### src/rtl/ahb_pkg.sv
// Shared AHB encodings and helpers for the single-master interconnect.
// Holds the transfer/response codes, the default-slave state type and the DEFAULT owner index.
package ahb_pkg;

    localparam logic [1:0] HTRANS_IDLE   = 2'b00;
    localparam logic [1:0] HTRANS_BUSY   = 2'b01;
    localparam logic [1:0] HTRANS_NONSEQ = 2'b10;
    localparam logic [1:0] HTRANS_SEQ    = 2'b11;

    localparam logic [1:0] HRESP_OKAY  = 2'b00;
    localparam logic [1:0] HRESP_ERROR = 2'b01;

    typedef enum logic [1:0] {
        DS_IDLE = 2'd0,
        DS_ERR1 = 2'd1,
        DS_ERR2 = 2'd2
    } ds_state_t;

    // The data-phase owner uses one index past the last mapped slave for the default slave.
    function automatic int dsel_default(input int num_slaves);
        return num_slaves;
    endfunction

endpackage

### src/rtl/ahb_interconnect_if.sv
// AHB bus bundle between the CPU master, the interconnect and the mapped slaves.
// The slave modport is the interconnect's view; the master modport is the CPU's view.
interface ahb_interconnect_if #(
    parameter int NUM_SLAVES = 4,
    parameter int ADDR_W     = 32,
    parameter int DATA_W     = 32
);

    logic [ADDR_W-1:0]            HADDR;
    logic [1:0]                   HTRANS;
    logic                         HWRITE;
    logic                         HREADY;
    logic [DATA_W-1:0]            HRDATA;
    logic [1:0]                   HRESP;

    logic [NUM_SLAVES-1:0]        HSELx;
    logic [NUM_SLAVES*DATA_W-1:0] S_HRDATA;
    logic [NUM_SLAVES-1:0]        S_HREADYOUT;
    logic [NUM_SLAVES*2-1:0]      S_HRESP;

    modport master (
        output HADDR, HTRANS, HWRITE,
        input  HREADY, HRDATA, HRESP
    );

    modport slave (
        input  HADDR, HTRANS, HWRITE,
        output HREADY, HRDATA, HRESP,
        output HSELx,
        input  S_HRDATA, S_HREADYOUT, S_HRESP
    );

endinterface

### src/rtl/ahb_default_slave.sv
// Default slave for unmapped space: two-cycle ERROR response plus error log
// (saturating count, faulting address and write flag).
module ahb_default_slave
    import ahb_pkg::*;
#(
    parameter int ADDR_W   = 32,
    parameter int ERRCNT_W = 16
) (
    input  logic                clock,
    input  logic                Rst,
    input  logic                hready_i,
    input  logic                hit_any_i,
    input  logic                active_i,
    input  logic [ADDR_W-1:0]   haddr_i,
    input  logic                hwrite_i,
    output logic                ds_hready_o,
    output logic [1:0]          ds_hresp_o,
    output logic [ERRCNT_W-1:0] err_count_o,
    output logic [ADDR_W-1:0]   err_addr_o,
    output logic                err_write_o
);

    ds_state_t             state_q;
    logic                  ds_hready_q;
    logic [1:0]            ds_hresp_q;
    logic [ERRCNT_W-1:0]   err_count_q;
    logic [ERRCNT_W-1:0]   err_count_d;
    logic [ADDR_W-1:0]     err_addr_q;
    logic                  err_write_q;
    logic                  start;

    // A new error starts only when an active unmapped transfer is actually accepted.
    assign start = hready_i && !hit_any_i && active_i;

    always_comb begin
        err_count_d = err_count_q;
        if (err_count_q != {ERRCNT_W{1'b1}}) begin
            err_count_d = err_count_q + ERRCNT_W'(1);
        end
    end

    always_ff @(posedge clock or posedge Rst) begin
        if (Rst) begin
            state_q     <= DS_IDLE;
            ds_hready_q <= 1'b1;
            ds_hresp_q  <= HRESP_OKAY;
            err_count_q <= '0;
            err_addr_q  <= '0;
            err_write_q <= 1'b0;
        end else begin
            case (state_q)
                DS_IDLE, DS_ERR2: begin
                    if (start) begin
                        state_q     <= DS_ERR1;
                        ds_hready_q <= 1'b0;
                        ds_hresp_q  <= HRESP_ERROR;
                        err_count_q <= err_count_d;
                        err_addr_q  <= haddr_i;
                        err_write_q <= hwrite_i;
                    end else begin
                        state_q     <= DS_IDLE;
                        ds_hready_q <= 1'b1;
                        ds_hresp_q  <= HRESP_OKAY;
                    end
                end
                // HTRANS may be cancelled to IDLE here; the second ERROR cycle still follows.
                DS_ERR1: begin
                    state_q     <= DS_ERR2;
                    ds_hready_q <= 1'b1;
                    ds_hresp_q  <= HRESP_ERROR;
                end
                default: begin
                    state_q     <= DS_IDLE;
                    ds_hready_q <= 1'b1;
                    ds_hresp_q  <= HRESP_OKAY;
                end
            endcase
        end
    end

    assign ds_hready_o = ds_hready_q;
    assign ds_hresp_o  = ds_hresp_q;
    assign err_count_o = err_count_q;
    assign err_addr_o  = err_addr_q;
    assign err_write_o = err_write_q;

endmodule

### src/rtl/ahb_interconnect.sv
// Single-master AHB fabric: address decode to one-hot HSELx, registered data-phase owner,
// and return mux of slave responses, with a built-in default slave for unmapped space.
module ahb_interconnect
    import ahb_pkg::*;
#(
    parameter int NUM_SLAVES = 4,
    parameter int ADDR_W     = 32,
    parameter int DATA_W     = 32,
    parameter logic [NUM_SLAVES*ADDR_W-1:0] SLV_BASE =
        {32'h3000_0000, 32'h2000_0000, 32'h1000_0000, 32'h0000_0000},
    parameter logic [NUM_SLAVES*ADDR_W-1:0] SLV_MASK =
        {32'hF000_0000, 32'hF000_0000, 32'hF000_0000, 32'hF000_0000},
    parameter int ERRCNT_W   = 16
) (
    input  logic                clock,
    input  logic                Rst,
    ahb_interconnect_if.slave   bus,
    output logic [ERRCNT_W-1:0] err_count,
    output logic [ADDR_W-1:0]   err_addr,
    output logic                err_write
);

    localparam int DSEL_W = $clog2(NUM_SLAVES + 1);
    localparam logic [DSEL_W-1:0] DSEL_DEF = DSEL_W'(dsel_default(NUM_SLAVES));

    logic [NUM_SLAVES-1:0] hit;
    logic [NUM_SLAVES-1:0] hsel;
    logic                  hit_any;
    logic                  active;
    logic [DSEL_W-1:0]     dsel_d;
    logic [DSEL_W-1:0]     dsel_q;
    logic                  hready;
    logic [DATA_W-1:0]     hrdata;
    logic [1:0]            hresp;
    logic                  ds_hready;
    logic [1:0]            ds_hresp;

    always_comb begin
        hit = '0;
        for (int i = 0; i < NUM_SLAVES; i++) begin
            hit[i] = (bus.HADDR & SLV_MASK[i*ADDR_W +: ADDR_W]) == SLV_BASE[i*ADDR_W +: ADDR_W];
        end
    end

    // Walk from the top down so the lowest matching index wins on overlapping windows.
    always_comb begin
        dsel_d = DSEL_DEF;
        hsel   = '0;
        for (int i = NUM_SLAVES - 1; i >= 0; i--) begin
            if (hit[i]) begin
                dsel_d  = DSEL_W'(i);
                hsel    = '0;
                hsel[i] = 1'b1;
            end
        end
    end

    assign hit_any   = |hit;
    assign active    = (bus.HTRANS == HTRANS_NONSEQ) || (bus.HTRANS == HTRANS_SEQ);
    assign bus.HSELx = hsel;

    always_ff @(posedge clock or posedge Rst) begin
        if (Rst) begin
            dsel_q <= DSEL_DEF;
        end else if (hready) begin
            dsel_q <= dsel_d;
        end
    end

    always_comb begin
        hrdata = '0;
        hready = ds_hready;
        hresp  = ds_hresp;
        for (int i = 0; i < NUM_SLAVES; i++) begin
            if (dsel_q == DSEL_W'(i)) begin
                hrdata = bus.S_HRDATA[i*DATA_W +: DATA_W];
                hready = bus.S_HREADYOUT[i];
                hresp  = bus.S_HRESP[i*2 +: 2];
            end
        end
    end

    assign bus.HRDATA = hrdata;
    assign bus.HREADY = hready;
    assign bus.HRESP  = hresp;

    ahb_default_slave #(
        .ADDR_W   (ADDR_W),
        .ERRCNT_W (ERRCNT_W)
    ) u_default_slave (
        .clock       (clock),
        .Rst         (Rst),
        .hready_i    (hready),
        .hit_any_i   (hit_any),
        .active_i    (active),
        .haddr_i     (bus.HADDR),
        .hwrite_i    (bus.HWRITE),
        .ds_hready_o (ds_hready),
        .ds_hresp_o  (ds_hresp),
        .err_count_o (err_count),
        .err_addr_o  (err_addr),
        .err_write_o (err_write)
    );

endmodule
### src/flat_wrapper.sv
// flat-port wrapper written by rule: the top's interface ports become plain ports
module ahb_interconnect_flat import ahb_pkg::*;
#(
    parameter int NUM_SLAVES = 4,
    parameter int ADDR_W     = 32,
    parameter int DATA_W     = 32,
    parameter logic [NUM_SLAVES*ADDR_W-1:0] SLV_BASE =
        {32'h3000_0000, 32'h2000_0000, 32'h1000_0000, 32'h0000_0000},
    parameter logic [NUM_SLAVES*ADDR_W-1:0] SLV_MASK =
        {32'hF000_0000, 32'hF000_0000, 32'hF000_0000, 32'hF000_0000},
    parameter int ERRCNT_W   = 16
)
  (clock, Rst, err_count, err_addr, err_write, bus_HADDR, bus_HTRANS, bus_HWRITE, bus_HREADY, bus_HRDATA, bus_HRESP, bus_HSELx, bus_S_HRDATA, bus_S_HREADYOUT, bus_S_HRESP);
  ahb_interconnect_if #(.NUM_SLAVES(NUM_SLAVES), .ADDR_W(ADDR_W), .DATA_W(DATA_W)) bus_i ();
  input  logic clock;
  input  logic Rst;
  output logic [ERRCNT_W-1:0] err_count;
  output logic [ADDR_W-1:0] err_addr;
  output logic err_write;
  input wire logic [$bits(bus_i.HADDR)-1:0] bus_HADDR;
  input wire logic [$bits(bus_i.HTRANS)-1:0] bus_HTRANS;
  input wire logic [$bits(bus_i.HWRITE)-1:0] bus_HWRITE;
  output wire logic [$bits(bus_i.HREADY)-1:0] bus_HREADY;
  output wire logic [$bits(bus_i.HRDATA)-1:0] bus_HRDATA;
  output wire logic [$bits(bus_i.HRESP)-1:0] bus_HRESP;
  output wire logic [$bits(bus_i.HSELx)-1:0] bus_HSELx;
  input wire logic [$bits(bus_i.S_HRDATA)-1:0] bus_S_HRDATA;
  input wire logic [$bits(bus_i.S_HREADYOUT)-1:0] bus_S_HREADYOUT;
  input wire logic [$bits(bus_i.S_HRESP)-1:0] bus_S_HRESP;
  assign bus_i.HADDR = bus_HADDR;
  assign bus_i.HTRANS = bus_HTRANS;
  assign bus_i.HWRITE = bus_HWRITE;
  assign bus_HREADY = bus_i.HREADY;
  assign bus_HRDATA = bus_i.HRDATA;
  assign bus_HRESP = bus_i.HRESP;
  assign bus_HSELx = bus_i.HSELx;
  assign bus_i.S_HRDATA = bus_S_HRDATA;
  assign bus_i.S_HREADYOUT = bus_S_HREADYOUT;
  assign bus_i.S_HRESP = bus_S_HRESP;
  ahb_interconnect #(.NUM_SLAVES(NUM_SLAVES), .ADDR_W(ADDR_W), .DATA_W(DATA_W), .SLV_BASE(SLV_BASE), .SLV_MASK(SLV_MASK), .ERRCNT_W(ERRCNT_W)) u_core (.clock(clock), .Rst(Rst), .bus(bus_i), .err_count(err_count), .err_addr(err_addr), .err_write(err_write));
endmodule
### config.mk
export PLATFORM = sky130hd
export DESIGN_NAME = ahb_interconnect_flat
export DESIGN_NICKNAME = d
export VERILOG_FILES = /design/src/rtl/ahb_pkg.sv /design/src/rtl/ahb_interconnect_if.sv /design/src/rtl/ahb_default_slave.sv /design/src/rtl/ahb_interconnect.sv /design/src/flat_wrapper.sv
export SDC_FILE = /design/constraint.sdc
export NUM_CORES = 1
export LEC_CHECK = 0
export CORE_MARGIN = 2
export CORE_UTILIZATION = 34
export CTS_CLUSTER_SIZE = 14
export DETAILED_ROUTE_END_ITERATION = 8
export GPL_ROUTABILITY_DRIVEN = 0
export MAX_ROUTING_LAYER = met4
export PLACE_DENSITY = 0.81
export SLEW_MARGIN = 30
export SYNTH_ARGS = -nofsm -noshare
export SYNTH_HDL_FRONTEND = slang
export SYNTH_SLANG_ARGS = --single-unit
### constraint.sdc
create_clock -name clock -period 2.2 [get_ports clock]
set_input_delay 0.22 -clock clock [delete_from_list [all_inputs] [get_ports clock]]
set_output_delay 0.22 -clock clock [all_outputs]
set_load 0.01 [all_outputs]
* Word-level counts from Yosys, hierarchy flattened
Index checks and enable logic that the tools add are counted.
Operators by class: $add $sub $neg 1, $mul 0, div/mod/pow operators 0, order comparisons 0, equal/unequal tests 11, shift-type cells 0, muxes and demuxes 25, bitwise logic cells 0, reduce and logical (&&, ||, !) cells 11
Operators by type and width (count):
- 2-to-1 mux 32 bit | 4
- logical NOT 32 bit | 1
- adder 16 x 1 -> 16 bit (second input constant) | 1
- 2-to-1 mux 4 bit | 4
- inequality test 16 bit (second input constant) | 1
- 2-to-1 mux 3 bit | 4
- equality test 4 x 2 -> 1 bit (second input constant) | 2
- 2-to-1 mux 2 bit | 4
- one-hot mux 2 bit (2 select lines) | 2
- 2-to-1 mux 1 bit | 7
- equality test 2 bit (second input constant) | 3
- equality test 3 x 2 -> 1 bit (second input constant) | 2
- equality test 4 x 1 -> 1 bit (second input constant) | 1
- OR reduction 4 bit | 1
- equality test 3 x 1 -> 1 bit (second input constant) | 1
- logical NOT 3 bit | 1
- AND reduction 3 bit | 1
- equality test 2 x 1 -> 1 bit (second input constant) | 1
- logical AND 1 bit | 2
- logical NOT 2 bit | 1
- AND reduction 2 bit | 1
- OR reduction 2 bit | 1
- logical NOT 1 bit | 1
- logical OR 1 bit | 1
Storage, ports and cells: register bits 57, latch bits 0, RAM bits 0, bits in read-only memories 0, input bits 177, logic and storage cells 55, memories kept 0

* Longest topological paths before layout
depth in word-level cells 9, mapped depth 8, depth with buffers taken out 6

* Cells and area by module
Synthesis repeated with hierarchy kept, for this count alone.
Unflattened totals: cells, all modules 348, area total of the unflattened synthesis 3525.9 um^2
By module, submodules not included:
- ahb_default_slave | instances 1, cells an instance 226, area an instance 2207.1 um^2, seq. area each 1327.5 um^2
- ahb_interconnect | instances 1, cells an instance 122, area an instance 1318.8 um^2, seq. area each 76.3 um^2

* Least setup slack after synthesis
Ideal clock, no wire load.
path type reg-to-reg, start reg u_core.u_default_slave.err_count_q[0] (netlist: u_core.u_default_slave.err_count_o[0]), end reg u_core.u_default_slave.err_count_q[1] (netlist: u_core.u_default_slave.err_count_o[1]), library setup time 0.125 ns, arrival 1.833 ns, setup slack 0.242 ns, cell stages (with the launch flop) 6, buffers on the path 0, clock period less this slack 1.958 ns, path through dfrtp_1 > ha_1 > nand4_1 > or4_1 > nand2_1 > mux2_2
Between the ends: longest elaborated chain between the ends 2
RTL lines:
- from (decl) | line ahb_default_slave.sv:26 | logic [ERRCNT_W-1:0] err_count_q;
- from (signal assigned) | line ahb_default_slave.sv:57 | err_count_q <= err_count_d;
- branches (longest 2 deep; another with adder 16 x 1 -> 16 bit)
Parallel ways; which one is timed is not known. A chain may end at the register's enable or synchronous reset.

* Worst setup path in the final report
start reg u_core.dsel_q[0], end out bus_HRDATA[21]
Between the ends: longest elaborated chain between the ends 5
RTL lines:
- from (decl) | line ahb_interconnect.sv:31 | logic [DSEL_W-1:0] dsel_q;
- from (signal assigned) | line ahb_interconnect.sv:66 | dsel_q <= dsel_d;
- logical NOT 3 bit | line ahb_interconnect.sv:75 | if (dsel_q == DSEL_W'(i)) begin
- 2-to-1 mux 32 bit (3 in a row) | line ahb_interconnect.sv:75
- 2-to-1 mux 32 bit (*) | line ahb_interconnect.sv:75
- to (decl) | line flat_wrapper.sv:24 | output wire logic [$bits(bus_i.HRDATA)-1:0] bus_HRDATA;
Every way passes the cells marked *; elsewhere a longest branch is shown, timed or not.

==> qor.yml <==
timing:
  final-hold-violation-count: 0
  fin_ws_ps: 72.30
  hold-worst-slack_ps: 226.2
  period_needed_ps: 2128
  setup_viol: 0
  maxSlewHeadroom: 0.6926
  maxSlewViolCount: 0
  fmax_mhz: 470.0
  tightest_slew_ps: 460.4
  rsz0062_at_grt: "yes"
  post-route-period-util: 0.9671
  clock_skew_ps: 5.866
clocking:
  cts_root_buf: "clkbuf_8"
  cts_buffers: 5
  cts_tree: "yes"
  clockBufferDepth: 2
  insertion_delay_ps: 310
  clock_sinks: 56
  htreeDepth: 2
  clkTransAtPathRegs_ps: 100
  ctsHoldBuffers: 0
power_and_ir_drop:
  max-vdd-ir-drop_uv: 570.4
  p_sw_mw: 1.907
  combPwrFrac: 0.585
  power.density_mw_per_mm2: 847.3
  cellLeakagePower_nw: 2.721
  p_int_mw: 3.514
  switching_share: 0.3518
  clkPwrFrac: 0.107
  pwr-share-seq: 0.308
floorplanning:
  dieArea_mm2: 0.01072
  num_rows: 36
  die_h_um: 103.5
  coreArea_mm2: 0.009684
  pin_count: 265
  start_util: 0.3478
  chipWidth_um: 103.5
detailed_routing:
  vias: 3504
  drt_iter0_drc: 138
  dr.pass1.iters: 6
  drt-total-wl_um: 12750
  detail_route.wl_per_cell_um: 17.46
  final_antenna_net_count: 0
  drc: 0
  viasPerCell: 4.800
placed_design:
  portBuffers: 263
  post-place-ws_ps: -29.44
  dpl_cell_area_mm2: 0.006292
  dpl.hpwl_um: 10480
global_route:
  grt_pass1_wl_um: 20230
  first_global_vias: 3751
  antenna_found_initial: 0
  grt_max_degree: 37
  grt_overflow: 0
  grt_use_total: 0.2449
finish:
  drive_gt1_frac: 0.1424
  multiInputGateArea_mm2: 0.001857
  fin_nets: 774
  seq_area_mm2: 0.001405
  finish.instance_area_mm2: 0.006397
  diodes: 0
  layout_common_cells: "clkdlybuf4s50_1, nand2_1, dfrtp_1"
  nFillCells: 775
  final_common_cell: "clkdlybuf4s50_1"
  area_growth_pct: 89.93
synthesis:
  synth_area_mm2: 0.003368
  seq_area_frac_synth: 0.4168
  async_flop_share: 1.000
  synth_edf_count: 0
  ys_ff_latch: 56
  synth_cells: 321
  syn_area_per_cell_um2: 10.49
  synth_top_flop_cell: "dfrtp_1"
  synth.distinct_cells: 30
  yosysWarnings: 0
  syn_nets: 499
min_path:
  hold_path.class: "input port to async pin"
job:
  cap_violations: 0
worst_setup_path:
  crit_path_end_kind: "output port"
  crit_type: "flip-flop to output port"
  startpoint_type: "flip-flop"
  crit_arrival_ps: 1910
  worstPathMaxFanout: 7
  cp.required_ps: 1980
run_status:
  status: "completed"
## final cells by class
class / count / area share
multi-input combinational: 241 / 0.2902
tap: 133 / 0.02601
clock buffer: 7 / 0.01350
timing repair buffer: 286 / 0.4455
inverter: 6 / 0.003912
sequential: 56 / 0.2196
clock inverter: 1 / 0.001173
## worst max-delay path, stage by stage, from the launching register on
cell and delay [ps]:
dfrtp_2 420, buf_12 140, buf_12 120, mux4_2 480, and2_1 160, dlygate4sd2_1 270
## power by group through the flow
stage / registers (mW) / logic [mW] / clock network (mW)
detailed placement: 1.68 / 3.30 / 0
floorplan: 1.81 / 1.26 / 0
CTS: 1.67 / 3.16 / 0.607
global placement: 1.67 / 3.24 / 0
finish: 1.67 / 3.17 / 0.582
global route: 1.72 / 3.42 / 0.651
## through the flow
| stage | cells | TNS (ps) | utilization | power (mW) |
|---|---|---|---|---|
| 6_report | 730 | 0 | 0.6606 | 5.421 |
| 5_1_grt | 730 | -59.24 | 0.6606 | 5.793 |
| 4_1_cts | 728 | 0 | 0.6562 | 5.436 |
| 3_5_place_dp | 716 | -29.44 | 0.6497 | 4.986 |
| 3_3_place_gp | 716 | 0 | 0.6497 | 4.903 |
| 2_1_floorplan | 321 | 0 | - | 3.074 |
## per-layer routing
layer | global-route usage | share of wire
met1 | 0.2791 | 0.38
met4 | 0.09266 | 0.036
met3 | 0.05223 | 0.059
met5 | - | 0
met2 | 0.4248 | 0.52
## synth_stat cells, types with 5 or more instances
library cell / n / area, µm²
and2_1: 33 / 206.5
buf_2: 7 / 35.03
clkbuf_1: 9 / 33.78
dfrtp_1: 54 / 1351
inv_1: 5 / 18.77
mux4_2: 34 / 765.7
nand2_1: 106 / 397.9
nand3_1: 6 / 30.03
nand4_1: 5 / 31.28
nor2_1: 11 / 41.29
xor2_1: 9 / 78.83
## cell families after synthesis
logic type,share of synthesized area
compound gates,0.01635
xor+xnor,0.03380
fa+ha+maj,0.003714
buf+inv,0.03380
flops,0.4168
mux,0.2467
simple gates,0.2489
## path summary, 6_finish.rpt
kind                                                    from                                    end  slack, ps  depth (start not counted)
max                                         u_core.dsel_q[0]                         bus_HRDATA[21]         70                          5
min                                                      Rst  u_core.u_default_slave.err_addr_o[24]        230                          2
max reg2reg                                 u_core.dsel_q[0]  u_core.u_default_slave.err_addr_o[31]        110                          7
min reg2reg                u_core.u_default_slave.state_q[1]      u_core.u_default_slave.state_q[1]        430                          1
max in group asynchronous                                Rst   u_core.u_default_slave.err_addr_o[9]       1420                          3
min in group clock         u_core.u_default_slave.state_q[1]      u_core.u_default_slave.state_q[1]        430                          1
## state kept, by name, summed over array words and instances (netlist names)
name	count
u_core.u_default_slave.state_q	2
u_core.u_default_slave.err_count_o	16
u_core.u_default_slave.err_write_o	1
u_core.u_default_slave.ds_hready_o	1
u_core.dsel_q	3
u_core.u_default_slave.err_addr_o	32
u_core.u_default_slave.ds_hresp_o	1
## what timing repair did
item                                    in CTS  in global routing
resized for setup                           55                 16
pin swaps                                    1                  0
buffers inserted                             4                  2
endpoints found under the setup margin      35                 18
Power figures use the tool's default switching activity.
